### src/rtl/fft_sink_framer_pkg.sv
// fft_sink_framer_pkg
// Shared definitions for the FFT sink framer: default frame length and
// sample width, the derived sample-index width, the sample type and the
// framer state encoding.
package fft_sink_framer_pkg;

    localparam int NFFT_DEF       = 512;
    localparam int DW_DEF         = 16;
    localparam int FIFO_DEPTH_DEF = 16;
    localparam int IDX_W          = $clog2(NFFT_DEF);

    typedef logic signed [DW_DEF-1:0] sample_t;

    // FILL   : FIFO empty, nothing to pop
    // STREAM : data pending and the sink is accepting
    // STALL  : data pending but the sink is holding off
    typedef enum logic [1:0] {
        ST_FILL   = 2'd0,
        ST_STREAM = 2'd1,
        ST_STALL  = 2'd2
    } state_t;

endpackage

### src/rtl/fft_sink_framer_fifo.sv
// sync_fifo
// Small synchronous FIFO with registered read data (one-cycle read latency).
// Pointers carry one extra wrap bit so that full and empty can be told apart.
// A write while full is accepted only if a read frees a slot in the same cycle.
// Ports:
//   clk, rst      clock, synchronous active-high reset
//   wr_en, din    write strobe and data
//   rd_en, dout   read strobe and registered read data
//   full, empty   occupancy status
module sync_fifo #(
    parameter int WIDTH = 16,
    parameter int DEPTH = 16
) (
    input  logic             clk,
    input  logic             rst,
    input  logic             wr_en,
    input  logic [WIDTH-1:0] din,
    input  logic             rd_en,
    output logic [WIDTH-1:0] dout,
    output logic             full,
    output logic             empty
);

    localparam int AW = $clog2(DEPTH);

    logic [WIDTH-1:0] mem [DEPTH];
    logic [AW:0]      wr_ptr;
    logic [AW:0]      rd_ptr;
    logic             do_wr;
    logic             do_rd;

    assign full  = (wr_ptr[AW-1:0] == rd_ptr[AW-1:0]) && (wr_ptr[AW] != rd_ptr[AW]);
    assign empty = (wr_ptr == rd_ptr);

    assign do_rd = rd_en && !empty;
    assign do_wr = wr_en && (!full || do_rd);

    always_ff @(posedge clk) begin
        if (do_wr) begin
            mem[wr_ptr[AW-1:0]] <= din;
        end
    end

    always_ff @(posedge clk) begin
        if (rst) begin
            wr_ptr <= '0;
            rd_ptr <= '0;
            dout   <= '0;
        end else begin
            if (do_wr) begin
                wr_ptr <= wr_ptr + 1'b1;
            end
            if (do_rd) begin
                rd_ptr <= rd_ptr + 1'b1;
                dout   <= mem[rd_ptr[AW-1:0]];
            end
        end
    end

endmodule

### src/rtl/fft_sink_framer.sv
// fft_sink_framer
// Selects the raw or filtered sample stream, buffers it in a skid FIFO that
// absorbs FFT sink backpressure, and frames the output into NFFT-sample
// packets with sop/eop markers. Samples lost to a full FIFO set a sticky ovf.
// Ports:
//   clk, rst               clock, synchronous active-high reset
//   din_raw, din_filt      candidate input samples
//   din_valid              one-cycle strobe per input sample
//   filtmx                 source select (0 raw, 1 filtered)
//   sink_ready             FFT core ready
//   sink_valid             output sample valid
//   sink_real, sink_imag   output sample (imaginary part always 0)
//   sink_sop, sink_eop     first / last sample of frame
//   frame_done             pulse coincident with sink_eop
//   ovf                    sticky overflow flag
//
// state     | meaning
// ST_FILL   | FIFO empty, no pop
// ST_STREAM | data pending and popping
// ST_STALL  | data pending, sink_ready low
module fft_sink_framer
    import fft_sink_framer_pkg::*;
#(
    parameter int NFFT       = NFFT_DEF,
    parameter int DW         = DW_DEF,
    parameter int FIFO_DEPTH = FIFO_DEPTH_DEF
) (
    input  logic          clk,
    input  logic          rst,
    input  logic [DW-1:0] din_raw,
    input  logic [DW-1:0] din_filt,
    input  logic          din_valid,
    input  logic          filtmx,
    input  logic          sink_ready,
    output logic          sink_valid,
    output logic [DW-1:0] sink_real,
    output logic [DW-1:0] sink_imag,
    output logic          sink_sop,
    output logic          sink_eop,
    output logic          frame_done,
    output logic          ovf
);

    localparam int IW = $clog2(NFFT);

    logic [DW-1:0] sel_sample;
    logic [DW-1:0] fifo_dout;
    logic          fifo_full;
    logic          fifo_empty;
    logic          pop;
    logic [IW-1:0] idx;
    state_t        state;

    // Select is sampled in the same cycle as din_valid, no pipelining.
    assign sel_sample = filtmx ? din_filt : din_raw;
    assign pop        = sink_ready && !fifo_empty;

    sync_fifo #(
        .WIDTH (DW),
        .DEPTH (FIFO_DEPTH)
    ) u_fifo (
        .clk   (clk),
        .rst   (rst),
        .wr_en (din_valid),
        .din   (sel_sample),
        .rd_en (pop),
        .dout  (fifo_dout),
        .full  (fifo_full),
        .empty (fifo_empty)
    );

    // The FIFO read register is the output data register: a pop in cycle N
    // presents the sample in cycle N+1, aligned with sink_valid below.
    assign sink_real = fifo_dout;
    assign sink_imag = '0;

    always_ff @(posedge clk) begin
        if (rst) begin
            state      <= ST_FILL;
            idx        <= '0;
            sink_valid <= 1'b0;
            sink_sop   <= 1'b0;
            sink_eop   <= 1'b0;
            frame_done <= 1'b0;
            ovf        <= 1'b0;
        end else begin
            case (state)
                ST_FILL: begin
                    if (!fifo_empty) begin
                        state <= sink_ready ? ST_STREAM : ST_STALL;
                    end
                end
                ST_STREAM: begin
                    if (fifo_empty) begin
                        state <= ST_FILL;
                    end else if (!sink_ready) begin
                        state <= ST_STALL;
                    end
                end
                ST_STALL: begin
                    if (fifo_empty) begin
                        state <= ST_FILL;
                    end else if (sink_ready) begin
                        state <= ST_STREAM;
                    end
                end
                default: state <= ST_FILL;
            endcase

            sink_valid <= pop;
            if (pop) begin
                sink_sop   <= (idx == '0);
                sink_eop   <= (idx == IW'(NFFT - 1));
                frame_done <= (idx == IW'(NFFT - 1));
                idx        <= idx + IW'(1);
            end else begin
                sink_sop   <= 1'b0;
                sink_eop   <= 1'b0;
                frame_done <= 1'b0;
            end

            // A write into a full FIFO survives only if a pop frees the slot.
            if (din_valid && fifo_full && !pop) begin
                ovf <= 1'b1;
            end
        end
    end

endmodule

### config.mk
export PLATFORM = sky130hd
export DESIGN_NAME = fft_sink_framer
export DESIGN_NICKNAME = d
export VERILOG_FILES = /design/src/rtl/fft_sink_framer_pkg.sv /design/src/rtl/fft_sink_framer_fifo.sv /design/src/rtl/fft_sink_framer.sv
export SDC_FILE = /design/constraint.sdc
export NUM_CORES = 1
export LEC_CHECK = 0
export BUFFER_PORTS_ARGS = -buffer_cell sky130_fd_sc_hd__buf_2
export CAP_MARGIN = 20
export CORE_MARGIN = 2
export CORE_UTILIZATION = 40
export CTS_CLUSTER_DIAMETER = 40
export DETAILED_ROUTE_END_ITERATION = 10
export SYNTH_ARGS = -nofsm -noshare
export SYNTH_HDL_FRONTEND = slang
export SYNTH_SLANG_ARGS = --single-unit
### constraint.sdc
create_clock -name clk -period 2.5 [get_ports clk]
set_input_delay 0.25 -clock clk [delete_from_list [all_inputs] [get_ports clk]]
set_output_delay 0.25 -clock clk [all_outputs]
set_load 0.1 [all_outputs]
==> metrics <==
run status finished clean; Fin Setup TNS 0 ns; unrepaired setup endpoints after global routing false; commonest non-fill, non-tap cell in the layout edfxtp_1; most common flop cell mapped by yosys edfxtp_1; largest net degree at the start of global routing 84; # IOs 74; post-CTS setup buffer count 0; die area approximately 0.032 mm^2; first-pass GRT wire length just over 40000 um; count of final hold-check violations 0; most frequent cells in the layout edfxtp_1, buf_2, mux2_2; Util after Layout between 40% and 50%; core box area between 0.02 and 0.03 mm^2; Reg area ~0.0085 mm^2; Min Hold Slack roughly 0.062 ns; cell taking the most area after synthesis edfxtp_1; Setup Viol. Count Final 0; Vias 6363; fin. max-slew vios 0; routed wire length 27400 um; TritonCTS clock tree yes; initial antenna violation count 0; Power, Total approximately 13 mW; vias in the first global route roughly 6500; Final nets between 700 and 800; flop2flop setup slack 0.15 ns; WS Path Type reg2reg; CP Launch Point u_fifo.rd_ptr[1]; Pre-antenna DRT Iters 5; # Max-Cap Violations 0; Post-CTS Hold Fix Bufs 0; dpl hpwl 15370 um; share of layout cells above drive strength 1 29.94%; Setup crit end kind flop; CP peak stage delay about 0.67 ns; min-delay worst type in2reg; worst r2r src u_fifo.rd_ptr[1]; clock skew about 0.015 ns; power per standard cell area between 900 and 1000 mW/mm^2; WP data arrival about 2.7 ns; synthesized flop and latch total between 200 and 300; Starting Density 40.65%; area of the multi-input gates 0.003288 mm^2; Synth area leaders edfxtp_1, mux4_1, dfxtp_1; Inserted Diodes 0; Tcrit/Tclk final 93.93%; CP cell instances buf_12, mux4_1, mux2_2, a211oi_2, nor3_1; mapped cell area 0.01208 mm^2; layout filler cell count 2439; Area Growth Syn to Fin 18.81%; leakage 4.793 nW; hold depth 3; I/O Buffers 57; slew margin rel. between 30% and 40%; GRT overflow 0; r2r worst-path depth 5; cts repair resizes 0; Post-Syn Area per Cell between 15 and 20 um^2; post-layout minimum cycle time about 2.3 ns; total CTS buffers 38; min-delay src din_valid; Synth cell types 41; Clock Root Buffer clkbuf_16; final RePlAce weighted congestion slightly below 0.8; Die X ~180 um; measured slew at the worst slew-check pin 0.9115 ns; achievable frequency about 430 MHz; clock latency on the worst-skew pair between 0.5 and 0.6 ns; antenna-violating nets left 0; Die H 177.8 um; CP required about 2.9 ns; crit path launch type flop; DRC errors left 0; reg2reg end u_fifo.dout[11]; Vias/cell 5.462; Rows 63; clk slew on worst S/H paths about 0.060 ns; htree depth 2; CTS max path bufs 3; Synth async-reset ratio 0%; worst hold endpoint ovf; slowest stage cell, crit path dfxtp_2; Synth Instances approximately 660; wire per inst approximately 24 um; Total GRT Usage around 18%; Worst VDD drop ~0.00055 V; Seq/Total Area, Yosys 70.10%; Synth top area share 63.64%; Ys Warns 0; Post-synth EDFFs around 260; number of clock sinks 295; Iter 0 DRT Violations approximately 500; CP Max Fanout 15
-- worst max path at each step --
stage                             to  slack (ns)
floorplan           u_fifo.mem[7][0]        0.25
global placement     u_fifo.dout[11]        0.16
detailed placement   u_fifo.dout[11]        0.12
CTS                  u_fifo.dout[11]        0.10
global route          u_fifo.dout[4]        0.04
finish               u_fifo.dout[11]        0.15
-- worst max-delay path: cells and delay by family, from the launching register on --
family | cells | cell delay [ns]
and+or+nand+nor | 1 | 0.09
DFF | 1 | 0.67
buffers and inverters | 1 | 0.24
muxes | 2 | 0.87
AOI/OAI and AO/OA | 1 | 0.31
-- layer usage --
metal	GRT usage [%]	vias up	wire length, um	share of wire (%)
met3	2.635	51	1298	4.7
met4	5.089	0	563	2.1
li1	-	2814	-	-
met2	29.62	200	13280	48
met1	24.14	3298	12260	45
met5	0	-	0	0
-- power breakdown --
group / leakage [nW] / internal [mW] / total [mW] / switching [mW]
clock network: 0.629 / 3.45 / 5.59 / 2.14
logic: 1.53 / 0.534 / 1.82 / 1.29
registers: 2.63 / 5.52 / 5.61 / 0.0868
total: 4.79 / 9.51 / 13.0 / 3.51
-- final cells by class --
type / instances / area share (%)
Sequential cell: 295 / 59.04
Multi-Input combinational cell: 318 / 22.91
Clock buffer: 43 / 6.974
Timing Repair Buffer: 87 / 5.300
Tap cell: 390 / 3.400
Clock inverter: 26 / 2.223
Inverter: 6 / 0.1569
-- kinds of logic after synthesis --
family | synth area share [%]
other | 0.03104
AOI/OAI and AO/OA | 4.630
DFF | 70.10
adders and majority gates | 0.8286
and+or+nand+nor | 3.905
muxes | 16.07
buffers and inverters | 3.211
xor gates and xnor gates | 1.222
-- synthesized netlist by cell type, drive strengths merged, types with 9 or more instances --
master / n
o22ai: 16
mux2i: 17
buf: 42
nor3: 17
a211oi: 32
nor2: 34
xor2: 9
mux2: 49
edfxtp: 256
and3: 16
dfxtp: 39
mux4: 48
clkbuf: 16
nand2: 11
-- flip-flops by register name, indices dropped and copies added, names as in the netlist, 5 cells and up --
signal / cells
u_fifo.wr_ptr: 5
u_fifo.rd_ptr: 5
u_fifo.dout: 16
u_fifo.mem: 256
idx: 9
-- stage by stage --
step	cells	area, um^2	setup WS [ns]
after global routing	1165	14350	0.03974
after CTS	1165	14350	0.1023
after global placement	1096	13030	0.1638
after floorplan	677	12140	0.2504
final	1165	14350	0.1519
after detailed placement	1096	13030	0.1154
No activity file was read; power rests on OpenSTA's default activity.
